--- config.mk ---
export PLATFORM = sky130hd
export DESIGN_NAME = sram_port_arbiter
export DESIGN_NICKNAME = d
export VERILOG_FILES = /design/src/rtl/sram_port_arbiter_pkg.sv /design/src/rtl/sram_arb_grant.sv /design/src/rtl/sram_port_arbiter.sv
export SDC_FILE = /design/constraint.sdc
export NUM_CORES = 1
export LEC_CHECK = 0
export ABC_CLOCK_PERIOD_IN_PS = 2350
export BUFFER_PORTS_ARGS = -buffer_cell sky130_fd_sc_hd__buf_2
export CAP_MARGIN = 20
export CORE_AREA = 2 2 107 109
export DETAILED_ROUTE_END_ITERATION = 6
export DIE_AREA = 0 0 109 111
export PLACE_DENSITY = 0.43
export RECOVER_POWER = 50
export REMOVE_ABC_BUFFERS = 1
export SLEW_MARGIN = 10
export SYNTH_ARGS = -nofsm -noshare
export SYNTH_HDL_FRONTEND = slang
export SYNTH_SLANG_ARGS = --single-unit
--- constraint.sdc ---
create_clock -name clk -period 2.35 [get_ports clk]
set_input_delay 0.1175 -clock clk [delete_from_list [all_inputs] [get_ports clk]]
set_output_delay 0.1175 -clock clk [all_outputs]
set_load 0.01 [all_outputs]
--- src/rtl/sram_port_arbiter_pkg.sv ---
// Shared encodings for the IF/EXE data-RAM port arbiter: owner, FSM states, latency range.
// Pure definitions, no logic; imported by sram_port_arbiter and sram_arb_grant.
package sram_port_arbiter_pkg;

  typedef enum logic {
    OWNER_INST = 1'b0,
    OWNER_DATA = 1'b1
  } owner_t;

  typedef enum logic [1:0] {
    ST_IDLE = 2'd0,
    ST_WAIT = 2'd1,
    ST_RESP = 2'd2
  } state_t;

  localparam int RAM_LAT_MIN = 1;
  localparam int RAM_LAT_MAX = 4;
  localparam int CNT_W       = 3;

  function automatic bit ram_lat_legal(input int lat);
    return (lat >= RAM_LAT_MIN) && (lat <= RAM_LAT_MAX);
  endfunction

endpackage

--- src/rtl/sram_arb_grant.sv ---
// Combinational grant select between IF and EXE; zero latency, grants only while accept_en is high.
// Fixed data-over-inst priority, or alternation on conflict when ARB_ROUND_ROBIN_EN is defined.
module sram_arb_grant
  import sram_port_arbiter_pkg::*;
(
  input  logic   accept_en,
  input  logic   inst_req,
  input  logic   data_req,
`ifdef ARB_ROUND_ROBIN_EN
  input  owner_t rr_last,
`endif
  output logic   grant,
  output owner_t winner,
  output logic   inst_addr_ok,
  output logic   data_addr_ok
);

  always_comb begin
    winner = data_req ? OWNER_DATA : OWNER_INST;
`ifdef ARB_ROUND_ROBIN_EN
    // on conflict, serve whichever side lost the previous accept
    if (inst_req && data_req) begin
      winner = (rr_last == OWNER_DATA) ? OWNER_INST : OWNER_DATA;
    end
`endif
    grant        = accept_en && (inst_req || data_req);
    inst_addr_ok = grant && (winner == OWNER_INST);
    data_addr_ok = grant && (winner == OWNER_DATA);
  end

endmodule

--- src/rtl/sram_port_arbiter.sv ---
// Shares one synchronous SRAM port between IF and EXE; data_ok arrives RAM_LATENCY cycles after addr_ok,
// one transaction outstanding, requesters stall on addr_ok. ARB_ROUND_ROBIN_EN enables round-robin grant.
module sram_port_arbiter
  import sram_port_arbiter_pkg::*;
#(
  parameter int RAM_LATENCY = 1,
  parameter int ADDR_W      = 32
) (
  input  logic              clk,
  input  logic              reset,
  input  logic              inst_req,
  input  logic [ADDR_W-1:0] inst_addr,
  output logic              inst_addr_ok,
  output logic              inst_data_ok,
  output logic [31:0]       inst_rdata,
  input  logic              data_req,
  input  logic              data_wr,
  input  logic [3:0]        data_wstrb,
  input  logic [ADDR_W-1:0] data_addr,
  input  logic [31:0]       data_wdata,
  output logic              data_addr_ok,
  output logic              data_data_ok,
  output logic [31:0]       data_rdata,
  output logic              ram_en,
  output logic [3:0]        ram_we,
  output logic [ADDR_W-1:0] ram_addr,
  output logic [31:0]       ram_wdata,
  input  logic [31:0]       ram_rdata
);

  generate
    if (!ram_lat_legal(RAM_LATENCY)) begin : g_bad_latency
      $error("sram_port_arbiter: RAM_LATENCY must be within 1..4");
    end
  endgenerate

  state_t           state;
  state_t           state_nxt;
  logic [CNT_W-1:0] cnt;
  owner_t           owner;
  logic             wr_q;
  logic             accept_en;
  logic             grant;
  owner_t           winner;

  assign accept_en = (state == ST_IDLE) || (state == ST_RESP);

`ifdef ARB_ROUND_ROBIN_EN
  owner_t rr_last;

  always_ff @(posedge clk) begin
    if (reset) begin
      rr_last <= OWNER_DATA;
    end else if (grant) begin
      rr_last <= winner;
    end
  end
`endif

  sram_arb_grant u_grant (
    .accept_en    (accept_en),
    .inst_req     (inst_req),
    .data_req     (data_req),
`ifdef ARB_ROUND_ROBIN_EN
    .rr_last      (rr_last),
`endif
    .grant        (grant),
    .winner       (winner),
    .inst_addr_ok (inst_addr_ok),
    .data_addr_ok (data_addr_ok)
  );

  always_ff @(posedge clk) begin
    if (reset) begin
      state <= ST_IDLE;
    end else begin
      state <= state_nxt;
    end
  end

  // counter holds the cycles left until the RAM word is valid
  always_ff @(posedge clk) begin
    if (reset) begin
      cnt   <= '0;
      owner <= OWNER_INST;
      wr_q  <= 1'b0;
    end else if (grant) begin
      cnt   <= CNT_W'(RAM_LATENCY);
      owner <= winner;
      wr_q  <= (winner == OWNER_DATA) && data_wr;
    end else if (state == ST_WAIT) begin
      cnt   <= cnt - 1'b1;
    end else if (state == ST_RESP) begin
      cnt   <= '0;
    end
  end

  always_comb begin
    state_nxt = state;
    case (state)
      ST_IDLE, ST_RESP: begin
        if (grant) begin
          state_nxt = (RAM_LATENCY > 1) ? ST_WAIT : ST_RESP;
        end else begin
          state_nxt = ST_IDLE;
        end
      end
      ST_WAIT: begin
        if (cnt == CNT_W'(2)) begin
          state_nxt = ST_RESP;
        end
      end
      default: state_nxt = ST_IDLE;
    endcase
  end

  always_comb begin
    ram_en       = grant;
    ram_addr     = (winner == OWNER_DATA) ? data_addr : inst_addr;
    ram_wdata    = (winner == OWNER_DATA) ? data_wdata : 32'h0;
    ram_we       = (grant && (winner == OWNER_DATA) && data_wr) ? data_wstrb : 4'b0000;
    inst_data_ok = (state == ST_RESP) && (owner == OWNER_INST);
    data_data_ok = (state == ST_RESP) && (owner == OWNER_DATA);
    inst_rdata   = ram_rdata;
    // store responses carry no data
    data_rdata   = wr_q ? 32'h0 : ram_rdata;
  end

endmodule

Yosys cells after proc, flatten, opt, wreduce, memory -nomap -nowiden
Cells that the tools add are included.

word-level totals
  flip-flop bits (word level) = 7
  input bits = 137
  word-level logic and storage cells = 37

operators by class
  add/subtract/negate cells = 1
  eq/ne operators = 4
  multiplexer cells = 11
  bitwise gates (word level) = 2
  reductions and logical operators = 14

operators with widths
  cell                                                                      count
  32-bit two-way mux                                                        3
  1-bit logical AND                                                         7
  3-bit two-way mux                                                         2
  2-bit two-way mux                                                         2
  4-bit two-way mux                                                         1
  2-bit one-hot mux with 2 select lines                                     1
  2-bit OR reduction                                                        2
  3-bit by 2-bit equality test with 1-bit output (second input constant)    1
  3-bit nonzero test                                                        1
  3-bit by 1-bit subtractor with 3-bit output (second input constant)       1
  2-bit by 1-bit equality test with 1-bit output (second input constant)    1
  2-bit equality test (second input constant)                               1
  2-bit zero test                                                           1
  1-bit logical OR                                                          2
  1-bit two-way mux                                                         2
  2-bit by 1-bit inequality test with 1-bit output (second input constant)  1
  1-bit inverter                                                            2
  2-bit nonzero test                                                        1

Logic depth before layout (Yosys ltp)
  depth in word-level cells = 6
  mapped depth = 4
  mapped depth without buffers = 2

Cells and area by module
From an unflattened synthesis, not the netlist that was laid out.

unflattened totals
  cells, all modules = 159
  area, all modules = 1248.7 um^2

modules (own cells, without submodules)
  module             times used  cells an instance  area each (um^2)  sequential area each (um^2)
  sram_port_arbiter  1           155                1217.4            60.1
  sram_arb_grant     1           4                  31.3              0.0

Worst setup path before layout
No wires, ideal clock.

  path type = reg-to-output
  start point = register wr_q
  end point = output data_rdata[10]
  data arrival time = 0.840 ns
  data required time = 2.233 ns
  path slack = 1.392 ns
  stages on the path, launching flop included = 3
  path buffers = 1
  cell sequence = dfxtp_1 clkbuf_1 and2b_1

between the ends
  longest elaborated chain between the ends = 1

RTL lines
  what                    RTL line                  source
  start, declared         sram_port_arbiter.sv:41   logic wr_q;
  start signal, assigned  sram_port_arbiter.sv:90   wr_q <= (winner == OWNER_DATA) && data_wr;
  32-bit two-way mux      sram_port_arbiter.sv:126  data_rdata = wr_q ? 32'h0 : ram_rdata;
  end, declared           sram_port_arbiter.sv:23   output logic [31:0] data_rdata,

No other way between the ends.

Final worst setup path
  start point = register wr_q
  end point = output data_rdata[19]

Same word-level chain as after synthesis.

==> impl_metrics.env <==
export IMPL_cts_tree="yes"
export IMPL_crit_buf_inv=1
export IMPL_dpl_cell_area_um2=2610
export IMPL_synthTopCellsByArea="mux2_4 (33%), buf_4 (17%), and2_1 (15%)"
export IMPL_yosysTopAreaCell="mux2_4"
export IMPL_endpoint_kind="output port"
export IMPL_slew_headroom_pct=42.3
export IMPL_hold_slack_ns=0.0972
export IMPL_synthArstFlopShare_pct=0
export IMPL_portBuffers=273
export IMPL_slowest_delay_ns=0.87
export IMPL_final_area_um2=2620
export IMPL_cts_sinks=3
export IMPL_arrival_ns=1.49
export IMPL_numCtsBuffers=3
export IMPL_clock_path_buffers=2
export IMPL_hold_viol=0
export IMPL_clock_skew_ns=0
export IMPL_leakage_nw=1.50
export IMPL_rsz0062_at_grt="no"
export IMPL_first_pass_iters=2
export IMPL_crit_path_cell_trace="and2b_1, buf_2"
export IMPL_die_area_um2=12100
export IMPL_grtUsageTotal_pct=8.88
export IMPL_synth_area_um2=1400
export IMPL_worst_hold_startpoint="reset"
export IMPL_grt_pass1_vias=1744
export IMPL_htreeDepth=1
export IMPL_ios=274
export IMPL_r2r_end="wr_q"
export IMPL_fmax_mhz=620
export IMPL_p_comb_share_pct=59.3
export IMPL_finalSetupViolCount=0
export IMPL_nets=530
export IMPL_setup_tns_ns=0
export IMPL_slew_viol_final=0
export IMPL_netlist_instances=158
export IMPL_wl_per_cell_um=11.6
export IMPL_clock_power_share_pct=33.2
export IMPL_syn_to_final_growth_pct=87.1
export IMPL_path_clk_slew_ns=0.03
export IMPL_seq_area_frac_synth_pct=4.29
export IMPL_reg2reg_setup_slack_ns=1.15
export IMPL_die_y_um=111
export IMPL_layout_commonest_cell="buf_2"
export IMPL_root_buffer="clkbuf_16"
export IMPL_synth_flop_cell="dfxtp_1"
export IMPL_gp_congestion=0.741
export IMPL_sequentialPowerShare_pct=7.5
export IMPL_synth_warning_count=0
export IMPL_power_switching_mw=0.275
export IMPL_grt_overflow=0
export IMPL_syn_avg_cell_area_um2=8.86
export IMPL_startpoint_type="flip-flop"
export IMPL_ant_nets=0
export IMPL_crit_type="reg2out"
export IMPL_powerDensity_nw_per_um2=312
export IMPL_clk_latency_ns=0.22
export IMPL_synth_cell_type_count=18
export IMPL_layout_common_cells="buf_2 (214), clkbuf_1 (60), mux2_4 (31), and2_1 (24), and2b_1 (18)"
export IMPL_cts_hold_buf=0
export IMPL_drc=0
export IMPL_hold_path_class="in2reg"
export IMPL_cp_max_fo=33
export IMPL_post_cts_buffers=0
export IMPL_num_vias=1936
export IMPL_design_core_area_um2=11100
export IMPL_hold_end="state[1]"
export IMPL_wirelength_mm=6.24
export IMPL_die_w_um=109
export IMPL_initial_core_util_pct=12.6
export IMPL_antenna_found_initial=1
export IMPL_cts_resized=0
export IMPL_place_ws_ns=0.935
export IMPL_layout_drive_gt1_share_pct=63.8
export IMPL_synth_edf_count=0
export IMPL_crit_slowest_cell="dfxtp_1"
export IMPL_max_cap_viol_count=0
export IMPL_r2r_start="wr_q"
export IMPL_synth_seq_cells=3
export IMPL_drt_iter0_markers=3
export IMPL_ir_worst_vdd_uv=211
export IMPL_worstHoldPathCells=2
export IMPL_grt_max_degree=74
export IMPL_grt_pass1_wl_mm=8.59
export IMPL_vias_per_cell=3.61
export IMPL_p_int_mw=0.542
export IMPL_fillers=1273
export IMPL_worstMarginPinSlew_ns=0.864
export IMPL_layout_min_cycle_time_ns=1.61
export IMPL_yosysTopAreaCellShare_pct=33.2
export IMPL_required_ns=2.23
export IMPL_fin_crit_sh_pct=68.6
export IMPL_reg2regPathDepth=2
export IMPL_status="finished, final reports clean"
export IMPL_critPathTopFamily="flip-flops"
export IMPL_swShare_pct=33.7
export IMPL_rows=39
export IMPL_fin_ws_ns=0.738
==> final cells by class <==
cell class / count / area (um^2) / share of cell area [%]
multi-input combinational: 110 / 983 / 37.5
antenna: 1 / 2.50 / 0.0955
tap: 143 / 179 / 6.83
inverter: 1 / 3.75 / 0.143
sequential: 3 / 60.1 / 2.29
timing repair buffer: 274 / 1310 / 50.1
clock buffer: 4 / 78.8 / 3.01
==> synthesized netlist by cell type (2+ instances only) <==
master,number
nor2b_1,17
buf_2,3
dfxtp_1,3
buf_4,32
nand2b_1,2
and3_1,4
and2_1,33
clkbuf_1,4
and2b_1,18
buf_12,3
mux2_4,31
buf_6,2
==> through the flow <==
step	utilization [%]	instances	power, mW
after floorplan	-	114	0.257
after global placement	23.6	531	0.564
after detailed placement	23.6	531	0.567
after CTS	24.3	535	0.842
after global routing	23.6	535	0.869
final	23.7	536	0.818
==> power by group through the flow <==
| stage | registers [mW] | clock network (mW) | logic, mW |
|---|---|---|---|
| floorplan | 0.0602 | 0 | 0.197 |
| global placement | 0.0619 | 0 | 0.502 |
| detailed placement | 0.0625 | 0 | 0.504 |
| CTS | 0.0619 | 0.274 | 0.506 |
| global route | 0.0627 | 0.278 | 0.529 |
| finish | 0.0614 | 0.271 | 0.485 |
==> per-layer routing <==
metal  track usage (%)  vias to the layer above  share of wire [%]
li1                  -                      941                  -
met1              9.61                      828                 35
met2              16.8                      165                 50
met3              3.12                        2                 15
met4             0.855                        0               0.22
met5                 0                        -                  0
==> sequential cells by signal (all words and copies together), names as in the netlist <==
signal	cells
owner	1
state	1
wr_q	1
==> worst register-to-register path, stage by stage (launching register included) <==
cell and delay [ns]:
dfxtp_1 0.87, nand2b_1 0.11, o22ai_1 0.15
==> kinds of logic after synthesis <==
family,after synthesis,synth area share (%)
flops,3,4.29
simple gates,76,35.4
buf+inv,45,25.5
compound gates,2,0.804
mux,32,34.0
==> worst max path at each step <==
| stage | startpoint | to | slack (ns) | cells past startpoint |
|---|---|---|---|---|
| after floorplan | wr_q | data_rdata[10] | 1.26 | 1 |
| after global placement | wr_q | data_rdata[5] | 0.99 | 2 |
| after detailed placement | wr_q | data_rdata[21] | 0.93 | 2 |
| after CTS | wr_q | data_rdata[21] | 0.69 | 2 |
| after global routing | wr_q | data_rdata[26] | 0.61 | 2 |
| final | wr_q | data_rdata[19] | 0.74 | 2 |
No activity file was read; power rests on OpenSTA's default activity.
